`src/rtl/ll1_stim_seq.sv`:
```
// Exhaustive stimulus sequencer for the 3-input ll1 block: sweeps all 8 vectors,
// samples f_in at the end of each hold window and checks the captured truth table.
module ll1_stim_seq #(
  parameter int unsigned HOLD_CYCLES = 4,
  parameter bit          GRAY        = 1'b0
) (
  input  logic       clk,
  input  logic       rst,
  input  logic       start,
  input  logic       f_in,
  input  logic [7:0] expected,
  output logic       a_out,
  output logic       b_out,
  output logic       c_out,
  output logic       busy,
  output logic       done,
  output logic [7:0] tt,
  output logic       tt_valid,
  output logic       match
);

  localparam int unsigned IDX_W = 3;
  localparam int unsigned CNT_W = 8;
  localparam logic [CNT_W-1:0] HOLD_LAST = CNT_W'(HOLD_CYCLES - 1);
  localparam logic [IDX_W-1:0] IDX_LAST  = IDX_W'(7);

  typedef enum logic [1:0] {IDLE, DRIVE, DONE} state_t;

  state_t           state;
  logic [IDX_W-1:0] idx;
  logic [CNT_W-1:0] hold_cnt;
  logic [IDX_W-1:0] vec_cur;
  logic [IDX_W-1:0] vec_nxt;
  logic [7:0]       tt_upd;

  // Sweep index to driven vector (binary or reflected Gray order)
  function automatic logic [IDX_W-1:0] vec_of(input logic [IDX_W-1:0] i);
    if (GRAY) return i ^ (i >> 1);
    return i;
  endfunction

  // Current/next vector and the truth table including the sample taken this cycle
  always_comb begin
    vec_cur         = vec_of(idx);
    vec_nxt         = vec_of(IDX_W'(idx + IDX_W'(1)));
    tt_upd          = tt;
    tt_upd[vec_cur] = f_in;
  end

  always_ff @(posedge clk) begin
    if (rst) begin
      state                   <= IDLE;
      idx                     <= '0;
      hold_cnt                <= '0;
      {a_out, b_out, c_out}   <= '0;
      busy                    <= 1'b0;
      done                    <= 1'b0;
      tt                      <= 8'h00;
      tt_valid                <= 1'b0;
      match                   <= 1'b0;
    end else begin
      done <= 1'b0;
      case (state)
        IDLE: begin
          {a_out, b_out, c_out} <= '0;
          if (start) begin
            state                 <= DRIVE;
            idx                   <= '0;
            hold_cnt              <= '0;
            tt                    <= 8'h00;
            tt_valid              <= 1'b0;
            match                 <= 1'b0;
            busy                  <= 1'b1;
            {a_out, b_out, c_out} <= vec_of('0);
          end
        end
        DRIVE: begin
          hold_cnt <= CNT_W'(hold_cnt + CNT_W'(1));
          // End of hold window: capture f_in and advance or finish
          if (hold_cnt == HOLD_LAST) begin
            tt <= tt_upd;
            if (idx == IDX_LAST) begin
              state                 <= DONE;
              done                  <= 1'b1;
              busy                  <= 1'b0;
              tt_valid              <= 1'b1;
              match                 <= (tt_upd == expected);
              {a_out, b_out, c_out} <= '0;
            end else begin
              idx                   <= IDX_W'(idx + IDX_W'(1));
              hold_cnt              <= '0;
              {a_out, b_out, c_out} <= vec_nxt;
            end
          end
        end
        DONE: begin
          state                 <= IDLE;
          {a_out, b_out, c_out} <= '0;
        end
        default: state <= IDLE;
      endcase
    end
  end

endmodule

```
`config.mk`:
```
export PLATFORM = sky130hd
export DESIGN_NAME = ll1_stim_seq
export DESIGN_NICKNAME = d
export VERILOG_FILES = /design/src/rtl/ll1_stim_seq.sv
export SDC_FILE = /design/constraint.sdc
export NUM_CORES = 1
export LEC_CHECK = 0
export ABC_CLOCK_PERIOD_IN_PS = 2150
export CAP_MARGIN = 0
export CORE_UTILIZATION = 44
export DETAILED_ROUTE_END_ITERATION = 7
export PLACE_DENSITY = 0.71
export RECOVER_POWER = 50
export REMOVE_ABC_BUFFERS = 1
export SKIP_LAST_GASP = 1
export SYNTH_ARGS = -nofsm -noshare
export SYNTH_HDL_FRONTEND = slang
export SYNTH_SLANG_ARGS = --single-unit
```
`constraint.sdc`:
```
create_clock -name clk -period 2.15 [get_ports clk]
set_input_delay 0.43 -clock clk [delete_from_list [all_inputs] [get_ports clk]]
set_output_delay 0.43 -clock clk [all_outputs]
set_load 0.03 [all_outputs]
```
# Yosys cells after proc, flatten, opt, wreduce, memory -nomap -nowiden

Cells that the tools add are included.

Add/sub/neg operators: 2
Order comparisons: 2
Equal/unequal tests: 9
Muxes and demuxes: 38
Bitwise gates (word level): 2
Reductions and logical operators: 12

Operator list:

| kind                                                                  | number |
|---|---|
| 8-bit 2-to-1 mux                                                      | 4 |
| 8-bit case mux with 2 select lines                                    | 2 |
| 1-bit 2-to-1 mux                                                      | 16 |
| 1-bit case mux with 2 select lines                                    | 6 |
| 3-bit 2-to-1 mux                                                      | 3 |
| 8-bit by 1-bit adder with 8-bit output, second input constant         | 1 |
| 8-bit bitwise mux                                                     | 1 |
| 8-bit by 2-bit == test with 1-bit output, second input constant       | 1 |
| 8-bit == test                                                         | 1 |
| 2-bit != test, second input constant                                  | 4 |
| 4-bit AND reduction                                                   | 2 |
| 2-bit 2-to-1 mux                                                      | 3 |
| 3-bit case mux with 2 select lines                                    | 1 |
| 3-bit AND reduction                                                   | 2 |
| 3-bit by 4-bit < comparator with 1-bit output, second input constant  | 1 |
| 2-bit case mux with 2 select lines                                    | 1 |
| 2-bit AND reduction                                                   | 2 |
| 2-bit nonzero test                                                    | 2 |
| 3-bit by 1-bit adder with 3-bit output, second input constant         | 1 |
| 1-bit demux with 3-bit select                                         | 1 |
| 3-bit == test, second input constant                                  | 1 |
| 3-bit by 1-bit >= comparator with 1-bit output, second input constant | 1 |
| 3-bit OR reduction                                                    | 1 |
| 2-bit by 1-bit == test with 1-bit output, second input constant       | 1 |
| 5 further kinds                                                       | 6 |

Register bits: 28
Bits of input ports: 12
Logic and storage cells: 76

# Logic depth before layout (Yosys ltp)

Depth in word-level cells: 9
Depth in mapped cells: 6

# Worst setup path before layout

Ideal clock, no wire load.

Kind: register to register
Start point: register idx[1]
End point: register match
Setup time: 59 ps
Arrival: 1,574 ps
Data required time: 2,091 ps
Slack: 518 ps
Stages on the path, launching flop included: 6
Clock period less this slack: 1,632 ps
Cells stage by stage: dfxtp_1 -> or3b_1 -> mux2i_1 -> a22o_2 -> nor4_1 -> a31o_1

Longest elaborated chain between the ends: 9
Elaborated cells between the ends (all ways): 13
Classes of those cells: order compare: 2; eq/ne: 3; mux: 6; reduce/logical: 2

RTL lines:

| item                                                                                                                                         | line | text |
|---|---|---|
| start: declaration                                                                                                                           | 30   | `logic [IDX_W-1:0] idx;` |
| start signal: assignment                                                                                                                     | 90   | `idx <= IDX_W'(idx + IDX_W'(1));` |
| 3-bit by 4-bit < comparator with 1-bit output (not written as such) / 3-bit by 1-bit >= comparator with 1-bit output (equally long branches) | 47   | `tt_upd[vec_cur] = f_in;` |
| 1-bit logical AND (not written as such)                                                                                                      | 47   |  |
| 1-bit 2-to-1 mux (not written as such)                                                                                                       | 47   |  |
| 1-bit demux with 3-bit select                                                                                                                | 47   |  |
| 8-bit bitwise mux                                                                                                                            | 47   |  |
| 8-bit == test                                                                                                                                | 87   | `match <= (tt_upd == expected);` |
| 1-bit 2-to-1 mux                                                                                                                             | 82   | `if (idx == IDX_LAST) begin` |
| 1-bit 2-to-1 mux                                                                                                                             | 80   | `if (hold_cnt == HOLD_LAST) begin` |
| 1-bit case mux with 2 select lines                                                                                                           | 63   | `case (state)` |
| end signal: assignment                                                                                                                       | 87   |  |
| end: declaration                                                                                                                             | 19   | `output logic match` |

Parallel ways exist; a longest one is shown, timed or not. The select of a mux whose other input is x is not followed.
A chain may end at the register's enable or synchronous reset.

# Worst setup path in the final report

Start point: register hold_cnt[0]
End point: register idx[1]

Longest elaborated chain between the ends: 3

RTL lines:

| item                                     | line | text |
|---|---|---|
| start: declaration                       | 31   | `logic [CNT_W-1:0] hold_cnt;` |
| start signal: assignment                 | 78   | `hold_cnt <= CNT_W'(hold_cnt + CNT_W'(1));` |
| 8-bit by 2-bit == test with 1-bit output | 80   |  |
| 2-bit != test (no source line)           | n/a  |  |
| 4-bit AND reduction (no source line)     | n/a  |  |

No other way between the ends.

==> qor.csv <==
metric,value,unit
r2r_setup_slack,190,ps
finalSetupViolCount,0,
initialDrtViolationCount,128,
antenna_found_initial,0,
area_growth,24.6,%
critical_path_class,reg2reg,
avgSynthCellArea,8.26,um^2
worst_setup_path_end_kind,register,
crit_chain,"ha_1, nor4b_4, buf_4, nand4b_1, a21oi_1, nor2_1, a22o_2",
dr_total_vias,1549,
layout_min_cycle_time,1960,ps
finalSetupTns,0,ps
die_h,62.8,um
dr.pass1.iters,4,
swShare,22.4,%
max_freq,0.509,GHz
reg2reg_to,idx[1]$_SDFFE_PP0P_,
status,completed,
synth-seq-cells,28,
finalNetCount,241,
irDropWorstVdd,309,uV
dp_cells,266,
wire_per_inst,14.6,um
synth_top_area_share,34.4,%
port_buffers,26,
timing.final.crit_share,91.3,%
track_usage,22.0,%
async_reset_ff_share,0,%
cts_buffers,3,
drive_above_1_share,9.33,%
grt_max_degree,17,
hold_buffers,0,
crit_end,idx[1]$_SDFFE_PP0P_,
mostFrequentLayoutCells,"dfxtp_1 (28), nand2_1 (18), clkdlybuf4s50_1 (15)",
worst_pin_slew,477,ps
clock_skew,3.32,ps
insertion_delay,280,ps
yosysUniqueCellTypes,52,
grt_pass1_wl,6.95,mm
min_path_type,reg2reg,
yosys_warnings,0,
pre_cts_ws,118,ps
reg2regPathDepth,7,
drc,0,
synth_edf_count,0,
rows,21,
clk_path_buf_depth,2,
ys_seq_area_share,34.4,%
fillers,292,
p_total,1.06,mW
floorplan.initialDensity,47.3,%
grt_pass1_vias,1543,
cts_tree,built,
holdWs,494,ps
dieArea,0.00395,mm^2
comb_power_share,9.6,%
gp_congestion,0.861,
cp-start-kind,register,
clkPwrFrac,40.2,%
critPathMaxFanout,6,
final_antenna_net_count,0,
dp_hpwl,3.01,mm
cts_root_buf,clkbuf_8,
power.internal,820,uW
clock-sinks,28,
drv_slew,0,
routed_wl,3.97,mm
hold_viol,0,
antennaDiodeCount,0,
grt-ovfl-total,0,
ys_top_cells_by_area,"dfxtp_1 (34%), a211o_1 (4.3%), mux2i_1 (4.3%)",
rsz0062_at_grt,no,
arrival,2140,ps
required,2330,ps
cp-startpoint,hold_cnt[0]$_SDFFE_PP0P_,
hp-start,tt_valid$_SDFFE_PP0P_,
ios,27,
htree_levels,1,
rr_startpoint,hold_cnt[0]$_SDFFE_PP0P_,
slew_headroom,68.2,%
p_leak,0.750,nW
synth-main-ff-cell,dfxtp_1,
p_switching,237,uW
layout_commonest_cell,dfxtp_1,
p_seq_share,50.2,%
maxCapViolations,0,
core_area,0.00344,mm^2
yosys.area.top_type,dfxtp_1,
clk_transition_reported_paths,100,ps
finalWorstSetupSlack,187,ps
synth_area,0.00163,mm^2
syn_inst,197,
fin_cells,271,
powerDensity,521,mW/mm^2
die_x,62.8,um
vias_per_cell,5.72,
cpMaxStageDelayCell,dfxtp_1,
max_stage_delay,390,ps
## per-layer routing
metal | global-route usage [%] | up-vias | part of all wire [%]
met5 | 0 | - | 0
met4 | 6.40 | 0 | 0.83
met3 | 2.55 | 4 | 1.9
met2 | 37.8 | 24 | 50
met1 | 28.6 | 750 | 48
li1 | - | 771 | -
## cell usage after synthesis (2+ instances only)
cell and number:
dfxtp_1 28, nor4_1 3, nand3_1 6, a22o_2 2
nand3b_1 4, a21oi_1 10, or3b_1 2, nor2_1 14
nor2b_1 4, o21ai_0 10, xnor2_1 3, xor2_1 3
o21ai_1 4, a211o_1 8, o311a_1 2, nor3b_1 3
o211ai_1 3, nand2_1 18, nor3_1 5, nand2b_1 4
ha_1 3, nand4_1 4, inv_1 11, clkbuf_1 5
or3_1 3, buf_2 2, mux2i_1 7, a32oi_1 2
## through the flow
| stage | utilization (%) | area, um^2 |
|---|---|---|
| 2_1_floorplan | - | 1580 |
| 3_3_place_gp | 56.6 | 1950 |
| 3_5_place_dp | 56.6 | 1950 |
| 4_1_cts | 58.7 | 2020 |
| 5_1_grt | 58.9 | 2030 |
| 6_report | 58.9 | 2030 |
## how the worst min path moves through the flow
stage,cells after the start,endpoint
floorplan,1,hold_cnt[7]$_SDFFE_PP0P_
global placement,2,tt_valid$_SDFFE_PP0P_
detailed placement,2,tt_valid$_SDFFE_PP0P_
CTS,2,tt_valid$_SDFFE_PP0P_
global route,2,busy$_SDFFE_PP0P_
finish,2,tt_valid$_SDFFE_PP0P_
## area by class of cell
cell class | instances | area [um^2] | area share [%]
multi-input cells | 148 | 977 | 48.2
flip-flops and latches | 28 | 561 | 27.6
repair buffers | 34 | 320 | 15.8
well taps | 46 | 57.6 | 2.84
clock buffers | 3 | 41.3 | 2.04
inverters | 11 | 41.3 | 2.04
clock inverters | 1 | 30.0 | 1.48
## state kept, by name, indices dropped and copies added, names as in the netlist
name / flops
hold_cnt: 8
tt: 8
idx: 3
state: 2
a_out: 1
b_out: 1
busy: 1
c_out: 1
done: 1
match: 1
tt_valid: 1
## critical path, delay by kind of cell, from the launching register on
| family | cells | cell delay (ps) |
|---|---|---|
| buffers and inverters | 1 | 180 |
| AND/OR/NAND/NOR | 3 | 570 |
| AO/OA/AOI/OAI | 2 | 500 |
| flip-flops | 1 | 390 |
| adder cells (fa/ha/maj) | 1 | 220 |
## what timing repair did
| action | CTS | global route |
|---|---|---|
| buffers inserted | 0 | 1 |
| resized for setup | 0 | 0 |
| setup endpoints to repair | 0 | 1 |
## kinds of logic (layout without fill, tap and decap cells)
logic type      count (synthesis)  after routing  share of synthesized area [%]
compound gates                 52             52                           22.2
fa+ha+maj                       3              3                           2.31
buf+inv                        21             49                           5.53
simple gates                   80             80                           28.0
xor+xnor                        6              6                           3.23
flops                          28             28                           34.4
mux                             7              7                           4.30
## power by group through the flow
| stage | Clock (mW) | Combinational [mW] | Sequential [mW] |
|---|---|---|---|
| floorplan | 0 | 0.0409 | 0.545 |
| finish | 0.425 | 0.102 | 0.530 |
| global placement | 0 | 0.0985 | 0.542 |
| detailed placement | 0 | 0.102 | 0.542 |
| global route | 0.454 | 0.111 | 0.531 |
| CTS | 0.433 | 0.102 | 0.530 |
Power figures use the tool's default switching activity.
